==> src/rtl/ser_frame_rx_amisha_pkg.sv <==
// ser_frame_rx_amisha_pkg: state encoding and default payload width shared by the receiver files.
package ser_frame_rx_amisha_pkg;
  localparam int DATA_W_DEF = 8;
  localparam logic [2:0] ST_IDLE   = 3'd0;
  localparam logic [2:0] ST_DATA   = 3'd1;
  localparam logic [2:0] ST_PARITY = 3'd2;
  localparam logic [2:0] ST_STOP   = 3'd3;
  localparam logic [2:0] ST_BREAK  = 3'd4;
endpackage

==> src/rtl/ser_rx_shift_amisha.sv <==
// ser_rx_shift_amisha: serial-in payload shift register with its bit counter.
module ser_rx_shift_amisha
  import ser_frame_rx_amisha_pkg::*;
#(
  parameter int DATA_W = DATA_W_DEF
) (
  input  logic              clk_amisha,
  input  logic              reset_amisha,
  input  logic              clr,
  input  logic              en,
  input  logic              s_in,
  output logic [DATA_W-1:0] data,
  output logic              last
);
  localparam int CW = $clog2(DATA_W + 1);
  logic [CW-1:0] cnt;
  // en is only raised in DATA, so cnt tops out at DATA_W and never wraps
  always_ff @(posedge clk_amisha or posedge reset_amisha)
    if (reset_amisha) begin
      cnt  <= '0;
      data <= '0;
    end else if (clr) cnt <= '0;
    else if (en) begin
      for (int i = 0; i < DATA_W; i++) if (cnt == CW'(i)) data[i] <= s_in;
      cnt <= cnt + 1'b1;
    end
  assign last = cnt == CW'(DATA_W - 1);
endmodule

==> src/rtl/ser_frame_rx_amisha.sv <==
// ser_frame_rx_amisha: start/payload/parity/stop serial frame receiver with registered result pulses.
module ser_frame_rx_amisha
  import ser_frame_rx_amisha_pkg::*;
#(
  parameter int DATA_W    = DATA_W_DEF,
  parameter int PARITY_EN = 0
) (
  input  logic              clk_amisha,
  input  logic              reset_amisha,
  input  logic              s_in_amisha,
  output logic [DATA_W-1:0] d_out_amisha,
  output logic              valid_amisha,
  output logic              frame_err_amisha,
  output logic              parity_err_amisha,
  output logic              busy_amisha
);
  logic [2:0]        state, nxt;
  logic [DATA_W-1:0] payload;
  logic              last, perr;
  ser_rx_shift_amisha #(.DATA_W(DATA_W)) u_shift (
    .clk_amisha  (clk_amisha),
    .reset_amisha(reset_amisha),
    .clr         (state == ST_IDLE && !s_in_amisha),
    .en          (state == ST_DATA),
    .s_in        (s_in_amisha),
    .data        (payload),
    .last        (last)
  );
  always_comb begin
    nxt = ST_IDLE;
    case (state)
      ST_IDLE:           nxt = s_in_amisha ? ST_IDLE : ST_DATA;
      ST_DATA:           nxt = !last ? ST_DATA : PARITY_EN != 0 ? ST_PARITY : ST_STOP;
      ST_PARITY:         nxt = ST_STOP;
      ST_STOP, ST_BREAK: nxt = s_in_amisha ? ST_IDLE : ST_BREAK;
      default:           nxt = ST_IDLE;
    endcase
  end
  // perr is cleared at every frame start so it stays 0 when parity is disabled
  always_ff @(posedge clk_amisha or posedge reset_amisha)
    if (reset_amisha) begin
      state             <= ST_IDLE;
      perr              <= 1'b0;
      d_out_amisha      <= '0;
      valid_amisha      <= 1'b0;
      frame_err_amisha  <= 1'b0;
      parity_err_amisha <= 1'b0;
      busy_amisha       <= 1'b0;
    end else begin
      state             <= nxt;
      busy_amisha       <= nxt != ST_IDLE;
      valid_amisha      <= state == ST_STOP && s_in_amisha && !perr;
      frame_err_amisha  <= state == ST_STOP && !s_in_amisha;
      parity_err_amisha <= state == ST_STOP && perr;
      if (state == ST_STOP && s_in_amisha && !perr) d_out_amisha <= payload;
      perr <= state == ST_IDLE ? 1'b0 : state == ST_PARITY ? ^payload ^ s_in_amisha : perr;
    end
endmodule

==> config.mk <==
export PLATFORM = sky130hd
export DESIGN_NAME = ser_frame_rx_amisha
export DESIGN_NICKNAME = d
export VERILOG_FILES = /design/src/rtl/ser_frame_rx_amisha_pkg.sv /design/src/rtl/ser_rx_shift_amisha.sv /design/src/rtl/ser_frame_rx_amisha.sv
export SDC_FILE = /design/constraint.sdc
export NUM_CORES = 1
export LEC_CHECK = 0
export BUFFER_PORTS_ARGS = -buffer_cell sky130_fd_sc_hd__buf_2
export CORE_MARGIN = 2
export CORE_UTILIZATION = 26
export DETAILED_ROUTE_END_ITERATION = 10
export GPL_ROUTABILITY_DRIVEN = 0
export REMOVE_ABC_BUFFERS = 1
export SLEW_MARGIN = 20
export SYNTH_ARGS = -nofsm -noshare
export SYNTH_HDL_FRONTEND = slang
export SYNTH_SLANG_ARGS = --single-unit
==> constraint.sdc <==
create_clock -name clk_amisha -period 1.55 [get_ports clk_amisha]
set_input_delay 0.155 -clock clk_amisha [delete_from_list [all_inputs] [get_ports clk_amisha]]
set_output_delay 0.155 -clock clk_amisha [all_outputs]
set_load 0.02 [all_outputs]
# Yosys cells after proc, flatten, opt, wreduce, memory -nomap -nowiden
# Cells that the tools add are included.
[classes]
add_sub_neg = 1
n_mul = 0
div_mod_pow = 0
magnitude_cmp = 0
eq_ne = 11
shifts = 0
muxes = 8
bitwise = 2
reduce_logical = 22
[op_table]
columns = ["cell", "n"]
rows = [
  ["$reduce_and A3 Y1", 8],
  ["$eq A4 B3 Y1 const B", 4],
  ["$pmux W3 S4", 1],
  ["$eq A4 B2 Y1 const B", 2],
  ["$mux W4", 2],
  ["$reduce_xor A8 Y1", 1],
  ["$eq A3 B2 Y1 const B", 2],
  ["$logic_and A1 B1 Y1", 5],
  ["$add A4 B1 Y4 const B", 1],
  ["$eq A4 B1 Y1 const B", 1],
  ["$logic_not A4 Y1", 1],
  ["$reduce_bool A2 Y1", 2],
  ["$eq A3 B1 Y1 const B", 1],
  ["$eq A3 B3 Y1 const B", 1],
  ["$logic_not A3 Y1", 1],
  ["$mux W1", 3],
  ["$mux W3", 1],
  ["$reduce_bool A3 Y1", 1],
  ["$logic_not A1 Y1", 2],
  ["$mux W2", 1],
  ["$reduce_or A2 Y1", 1],
  ["$not A1 Y1", 1],
  ["$xor A1 B1 Y1", 1],
]
[word_totals]
register_bits = 28
latch_bits = 0
ramBits = 0
rom_bits = 0
inputBits = 3
out_inout_bits = 12
elab_cells = 60
mem_count = 0

# Longest topological paths before layout
[depth]
depth_word = 4
mapped_depth = 5
depth_no_buf = 4

# Hierarchy
# Synthesis repeated with hierarchy kept, for this count alone.
[hier_totals]
cells_unflattened = 106
area_unflattened_um2 = 1301.2
[modules_own_cells]
columns = ["module", "n_inst", "cells_per_inst", "area_per_inst_um2", "seq_area_each_um2"]
rows = [
  ["ser_frame_rx_amisha", 1, 58, 713.2, 400.4],
  ["ser_rx_shift_amisha", 1, 48, 588.1, 300.3],
]

# Worst setup path after synthesis
# OpenSTA, ideal clock, no wires.
[synth_timing]
path_type = "reg2reg"
start = "reg state[1]"
end = "reg u_shift.data[0]"
setup_ps = 125
t_arrival_ps = 1417
t_required_ps = 1425
slack_ps = 8
stages_incl_launch_ff = 6
n_path_buf = 1
synth_period_minus_slack_ps = 1542
cell_sequence = "dfrtp_1 buf_2 nor4_1 nor3_1 nand3_1 mux2_2"
[synth_between]
elab_chain_len = 4
word_cells_on_any_way = 5
classes_between = "1 x eq/ne; 1 x bitwise; 3 x reduce/logical"
[synth_rtl]
columns = ["element", "line", "source"]
rows = [
  ["start: declaration", "ser_frame_rx_amisha.sv:17", "logic [2:0] state, nxt;"],
  ["start signal: assignment", "ser_frame_rx_amisha.sv:50", "state <= nxt;"],
  ["$logic_not A3 Y1", "ser_frame_rx_amisha.sv:23", ".clr (state == ST_IDLE && !s_in_amisha),"],
  ["$logic_and A1 B1 Y1", "ser_frame_rx_amisha.sv:23", ""],
  ["$not A1 Y1 (no line)", "--", ""],
  ["$reduce_and A3 Y1 (no line) (*)", "--", ""],
  ["end signal: assignment", "ser_rx_shift_amisha.sv:21", "data <= '0;"],
  ["end: declaration", "ser_rx_shift_amisha.sv:12", "output logic [DATA_W-1:0] data,"],
]
# Mark *: on every way between the ends. The rest lies on a longest branch, timed or not.
# A chain may end at the register's enable or synchronous reset.

# Worst setup path after layout
[layout_timing]
start = "reg state[2]"
end = "reg d_out_amisha[1]"
[layout_between]
elab_chain_len = 3
[layout_rtl]
columns = ["element", "line", "source"]
rows = [
  ["$eq A3 B2 Y1", "ser_frame_rx_amisha.sv:55", "if (state == ST_STOP && s_in_amisha && !perr) d_out_amisha <= payload;"],
  ["$logic_and A1 B1 Y1 (2 in series)", "ser_frame_rx_amisha.sv:55", ""],
  ["end signal: assignment", "ser_frame_rx_amisha.sv:55", ""],
  ["end: declaration", "ser_frame_rx_amisha.sv:11", "output logic [DATA_W-1:0] d_out_amisha,"],
]
# Every way passes these cells.

==> flow_summary.html <==
<table>
<tr><th>Metric</th><th>Value</th></tr>
<tr><th colspan="2">Logic synthesis</th></tr>
<tr><td>Warnings from Yosys</td><td>0</td></tr>
<tr><td>Cell count after synthesis</td><td>108</td></tr>
<tr><td>Flops &amp; latches, synth</td><td>28</td></tr>
<tr><td>Post-synth design cell area</td><td>1310 um2</td></tr>
<tr><td>Sequential cell area fraction in the yosys report</td><td>53.6%</td></tr>
<tr><td>Avg Cell Area, Syn</td><td>12.1 um2</td></tr>
<tr><td>Cell variety after synth</td><td>28</td></tr>
<tr><th colspan="2">Clock network</th></tr>
<tr><td>Clock tree root driver cell</td><td>sky130_fd_sc_hd__clkbuf_8</td></tr>
<tr><td>Clock tree from TritonCTS</td><td>built</td></tr>
<tr><td>Clock sinks</td><td>28</td></tr>
<tr><td>Worst skew pair latency</td><td>0.27 ns</td></tr>
<tr><td>TritonCTS Buffers</td><td>3</td></tr>
<tr><td>Number of buffers on the longest clock path</td><td>2</td></tr>
<tr><td># H-tree levels</td><td>1</td></tr>
<tr><td>CTS clk-pin slew, worst paths</td><td>0.09 ns</td></tr>
<tr><th colspan="2">Placement</th></tr>
<tr><td>DP HPWL</td><td>1870 um</td></tr>
<tr><td>Port buffer count</td><td>14</td></tr>
<tr><td>Cell total after placement</td><td>197</td></tr>
<tr><td>Post-DP Area</td><td>1530 um2</td></tr>
<tr><td>Pre-CTS setup slack</td><td>0.0160 ns</td></tr>
<tr><th colspan="2">Hold path</th></tr>
<tr><td>Cell depth of the worst min-delay path</td><td>3</td></tr>
<tr><td>Hold path startpoint</td><td>s_in_amisha</td></tr>
<tr><td>Path category of the worst min-delay check</td><td>input port to flop</td></tr>
<tr><td>Worst Hold End</td><td>state[2]$_DFF_PP0_</td></tr>
<tr><th colspan="2">Power</th></tr>
<tr><td>Static Leakage</td><td>0.820 nW</td></tr>
<tr><td>Part of the power in registers</td><td>36.5%</td></tr>
<tr><td>Part of the power in combinational logic</td><td>51.2%</td></tr>
<tr><td>Sw power</td><td>0.00127 W</td></tr>
<tr><td>Switching power as a share of total power</td><td>35.9%</td></tr>
<tr><td>Maximum vdd ir drop</td><td>0.489 mV</td></tr>
<tr><td>Cell internal pwr</td><td>0.00227 W</td></tr>
<tr><td>Power Density</td><td>2060 nW/um2</td></tr>
<tr><td>Clock power share</td><td>12.2%</td></tr>
<tr><th colspan="2">STA</th></tr>
<tr><td>Final worst hold slack</td><td>0.337 ns</td></tr>
<tr><td>Final critical-path required period</td><td>1.50 ns</td></tr>
<tr><td>Final max-slew violation count</td><td>0</td></tr>
<tr><td>Final worst clock skew</td><td>0.00279 ns</td></tr>
<tr><td>Final setup violation count</td><td>0</td></tr>
<tr><td>Final-layout setup total negative slack</td><td>0 ns</td></tr>
<tr><td>Period utilisation layout</td><td>96.9%</td></tr>
<tr><td>Hold Fails Final Rpt</td><td>0</td></tr>
<tr><td>Unrepaired setup endpoints after global routing</td><td>yes</td></tr>
<tr><td>Maximum achievable frequency</td><td>666 MHz</td></tr>
<tr><td>Setup WS post-layout</td><td>0.0475 ns</td></tr>
<tr><td>Max-slew headroom at the worst pin</td><td>67.4%</td></tr>
<tr><td>Transition at the pin with the smallest max-transition slack</td><td>0.484 ns</td></tr>
<tr><th colspan="2">Floorplanning</th></tr>
<tr><td>Vertical extent of the die</td><td>74.9 um</td></tr>
<tr><td>Standard-cell rows</td><td>25</td></tr>
<tr><td>Top-level port count</td><td>15</td></tr>
<tr><td>Total Die Area</td><td>5610 um2</td></tr>
<tr><td>Area of the core region</td><td>4790 um2</td></tr>
<tr><td>Horiz. Die Dim</td><td>74.9 um</td></tr>
<tr><td>Initial cell density of the core</td><td>27.3%</td></tr>
<tr><th colspan="2">Global routing</th></tr>
<tr><td>Pin count of the biggest net entering global routing</td><td>29</td></tr>
<tr><td>Aggregate global routing overflow</td><td>0</td></tr>
<tr><td>Number of antenna violations at the first check in global routing</td><td>0</td></tr>
<tr><td>Global-route wire length before repair</td><td>4020 um</td></tr>
<tr><td>Number of global-route vias before repair</td><td>887</td></tr>
<tr><td>Overall track demand over capacity in global routing</td><td>9.52%</td></tr>
<tr><th colspan="2">Critical path</th></tr>
<tr><td>Critical path data arrival time</td><td>1.66 ns</td></tr>
<tr><td>Cell count of the worst reg-to-reg path</td><td>4</td></tr>
<tr><td>Kind of critical path</td><td>flop to flop</td></tr>
<tr><td>R2r startpoint</td><td>state[2]$_DFF_PP0_</td></tr>
<tr><td>Element type at the critical path start</td><td>flop</td></tr>
<tr><td>Highest net fanout along the worst path</td><td>4</td></tr>
<tr><td>Critical Path Source</td><td>state[2]$_DFF_PP0_</td></tr>
<tr><td>Critical path capture point type</td><td>flop</td></tr>
<tr><td>Setup slack of the most critical reg-to-reg path</td><td>0.05 ns</td></tr>
<tr><td>FF-to-FF End</td><td>d_out_amisha[1]$_DFFE_PP0P_</td></tr>
<tr><td>Worst Path Required</td><td>1.71 ns</td></tr>
<tr><th colspan="2">Routing</th></tr>
<tr><td>Per-cell via count in the routed design</td><td>4.32</td></tr>
<tr><td>DRC violation total after the first TritonRoute iteration</td><td>39</td></tr>
<tr><td>Post-route DRC</td><td>0</td></tr>
<tr><td>Final ANT Viol Nets</td><td>0</td></tr>
<tr><td>Average wire length per cell after detail routing</td><td>12.5 um</td></tr>
<tr><td>Aggregate routed wire length</td><td>2590 um</td></tr>
<tr><td>Via count</td><td>894</td></tr>
<tr><td>First drt pass iteration count</td><td>4</td></tr>
<tr><th colspan="2">Finish</th></tr>
<tr><td>Final-stage net count</td><td>148</td></tr>
<tr><td>Synth-to-Final Area Change</td><td>31.2%</td></tr>
<tr><td>Number of antenna repair diodes</td><td>0</td></tr>
<tr><td>Filler-free cell count of the finished design</td><td>207</td></tr>
<tr><td>Post-layout instance area</td><td>1720 um2</td></tr>
<tr><td>Most common library cell in the layout ignoring fill and taps</td><td>sky130_fd_sc_hd__dfrtp_1</td></tr>
<tr><td>Final-layout fill cell count</td><td>472</td></tr>
<tr><td>Proportion of layout cells with a drive suffix above 1</td><td>44.3%</td></tr>
<tr><td>Top library cells by usage in the layout, fill and taps aside</td><td>28 x sky130_fd_sc_hd__dfrtp_1, 15 x sky130_fd_sc_hd__buf_4, 14 x sky130_fd_sc_hd__buf_2, 12 x sky130_fd_sc_hd__mux2_2</td></tr>
<tr><th colspan="2">Run</th></tr>
<tr><td>Max_cap viols</td><td>0</td></tr>
<tr><th colspan="2">Outcome</th></tr>
<tr><td>Outcome</td><td>finished clean</td></tr>
</table>
cells by family (layout without fill, tap and decap cells):
logic type / Yosys count / count (layout) / synth area share, %
AOI/OAI and AO/OA: 11 / 11 / 5.55
xor gates and xnor gates: 7 / 7 / 5.74
adders and majority gates: 4 / 4 / 3.83
buffers and inverters: 9 / 41 / 2.77
DFF: 28 / 28 / 53.6
muxes: 17 / 17 / 14.5
and+or+nand+nor: 32 / 32 / 14.0
worst max-delay path, stage by stage, from the launching register on:
cell and delay [ns]:
sky130_fd_sc_hd__dfrtp_1 0.42, sky130_fd_sc_hd__buf_4 0.17, sky130_fd_sc_hd__nor4_4 0.29, sky130_fd_sc_hd__buf_4 0.19, sky130_fd_sc_hd__mux2_2 0.33
sequential cells by signal, summed over array words and instances, names as in the netlist, 3 cells and up:
signal / flops
state: 3
u_shift.data: 8
u_shift.cnt: 4
d_out_amisha: 8
synth_stat cells:
master | instances | share of area, %
sky130_fd_sc_hd__a22o_1 | 3 | 2.0
sky130_fd_sc_hd__a31oi_1 | 1 | 0.48
sky130_fd_sc_hd__o21ai_0 | 3 | 1.1
sky130_fd_sc_hd__nand3_1 | 9 | 3.4
sky130_fd_sc_hd__ha_1 | 4 | 3.8
sky130_fd_sc_hd__and2_1 | 1 | 0.48
sky130_fd_sc_hd__dfrtp_1 | 28 | 54
sky130_fd_sc_hd__nor3_1 | 2 | 0.77
sky130_fd_sc_hd__nand2b_1 | 2 | 0.96
sky130_fd_sc_hd__nor2_1 | 5 | 1.4
sky130_fd_sc_hd__nand4b_1 | 1 | 0.67
sky130_fd_sc_hd__xnor2_1 | 6 | 4.0
sky130_fd_sc_hd__nor2_2 | 1 | 0.48
sky130_fd_sc_hd__a21oi_1 | 2 | 0.77
sky130_fd_sc_hd__nor4_1 | 2 | 0.96
sky130_fd_sc_hd__mux2i_1 | 1 | 0.77
sky130_fd_sc_hd__mux2_2 | 16 | 14
sky130_fd_sc_hd__nor2b_1 | 1 | 0.48
sky130_fd_sc_hd__a21o_1 | 1 | 0.57
sky130_fd_sc_hd__clkbuf_1 | 2 | 0.57
sky130_fd_sc_hd__xnor3_1 | 1 | 1.7
sky130_fd_sc_hd__nor4_4 | 1 | 1.6
sky130_fd_sc_hd__nand2_1 | 6 | 1.7
sky130_fd_sc_hd__inv_2 | 1 | 0.29
sky130_fd_sc_hd__inv_1 | 4 | 1.1
sky130_fd_sc_hd__nor3b_2 | 1 | 0.96
sky130_fd_sc_hd__a211oi_1 | 1 | 0.57
sky130_fd_sc_hd__buf_2 | 2 | 0.77
repair_timing:
item,CTS,global route
hold buffers,1,0
buffers inserted,0,4
pin swaps,0,9
gates cloned,0,1
hold endpoints to repair,28,0
endpoints found under the setup margin,2,16
resized for setup,2,15
through the flow:
step	utilization, %	total power (W)
final	35.8	0.00354
after global routing	35.8	0.00380
after CTS	33.6	0.00332
after detailed placement	32.1	0.00286
after global placement	32.1	0.00281
after floorplan	-	0.00240
per-layer routing:
metal | GRT usage, % | vias up | part of all wire (%)
li1 | - | 439 | -
met1 | 12.3 | 444 | 46
met4 | 3.97 | 0 | 0.97
met3 | 1.20 | 2 | 1.4
met2 | 16.1 | 9 | 51
met5 | 0 | - | 0
final cells by class:
| class | count | area [um2] | area share, % |
|---|---|---|---|
| clock buffers | 4 | 55.1 | 3.21 |
| multi-input cells | 71 | 633 | 36.9 |
| inverters | 5 | 18.8 | 1.09 |
| well taps | 67 | 83.8 | 4.89 |
| repair buffers | 32 | 224 | 13.1 |
| flip-flops and latches | 28 | 701 | 40.8 |
how the worst max path moves through the flow:
stage               depth (start not counted)                           to  slack, ns
global route                                5  u_shift.data[0]$_DFFE_PP0P_      -0.04
global placement                            5  u_shift.data[2]$_DFFE_PP0P_       0.02
detailed placement                          5  u_shift.data[0]$_DFFE_PP0P_       0.02
finish                                      4  d_out_amisha[1]$_DFFE_PP0P_       0.05
CTS                                         5  d_out_amisha[0]$_DFFE_PP0P_       0.04
floorplan                                   4  u_shift.data[0]$_DFFE_PP0P_       0.05
power groups by stage:
stage	Sequential (W)	Clock, W	Combinational (W)
floorplan	0.00141	0	0.000989
global placement	0.00128	0	0.00153
detailed placement	0.00130	0	0.00156
CTS	0.00129	0.000451	0.00158
global route	0.00134	0.000480	0.00197
finish	0.00129	0.000433	0.00181
No activity file was read; power rests on OpenSTA's default activity.
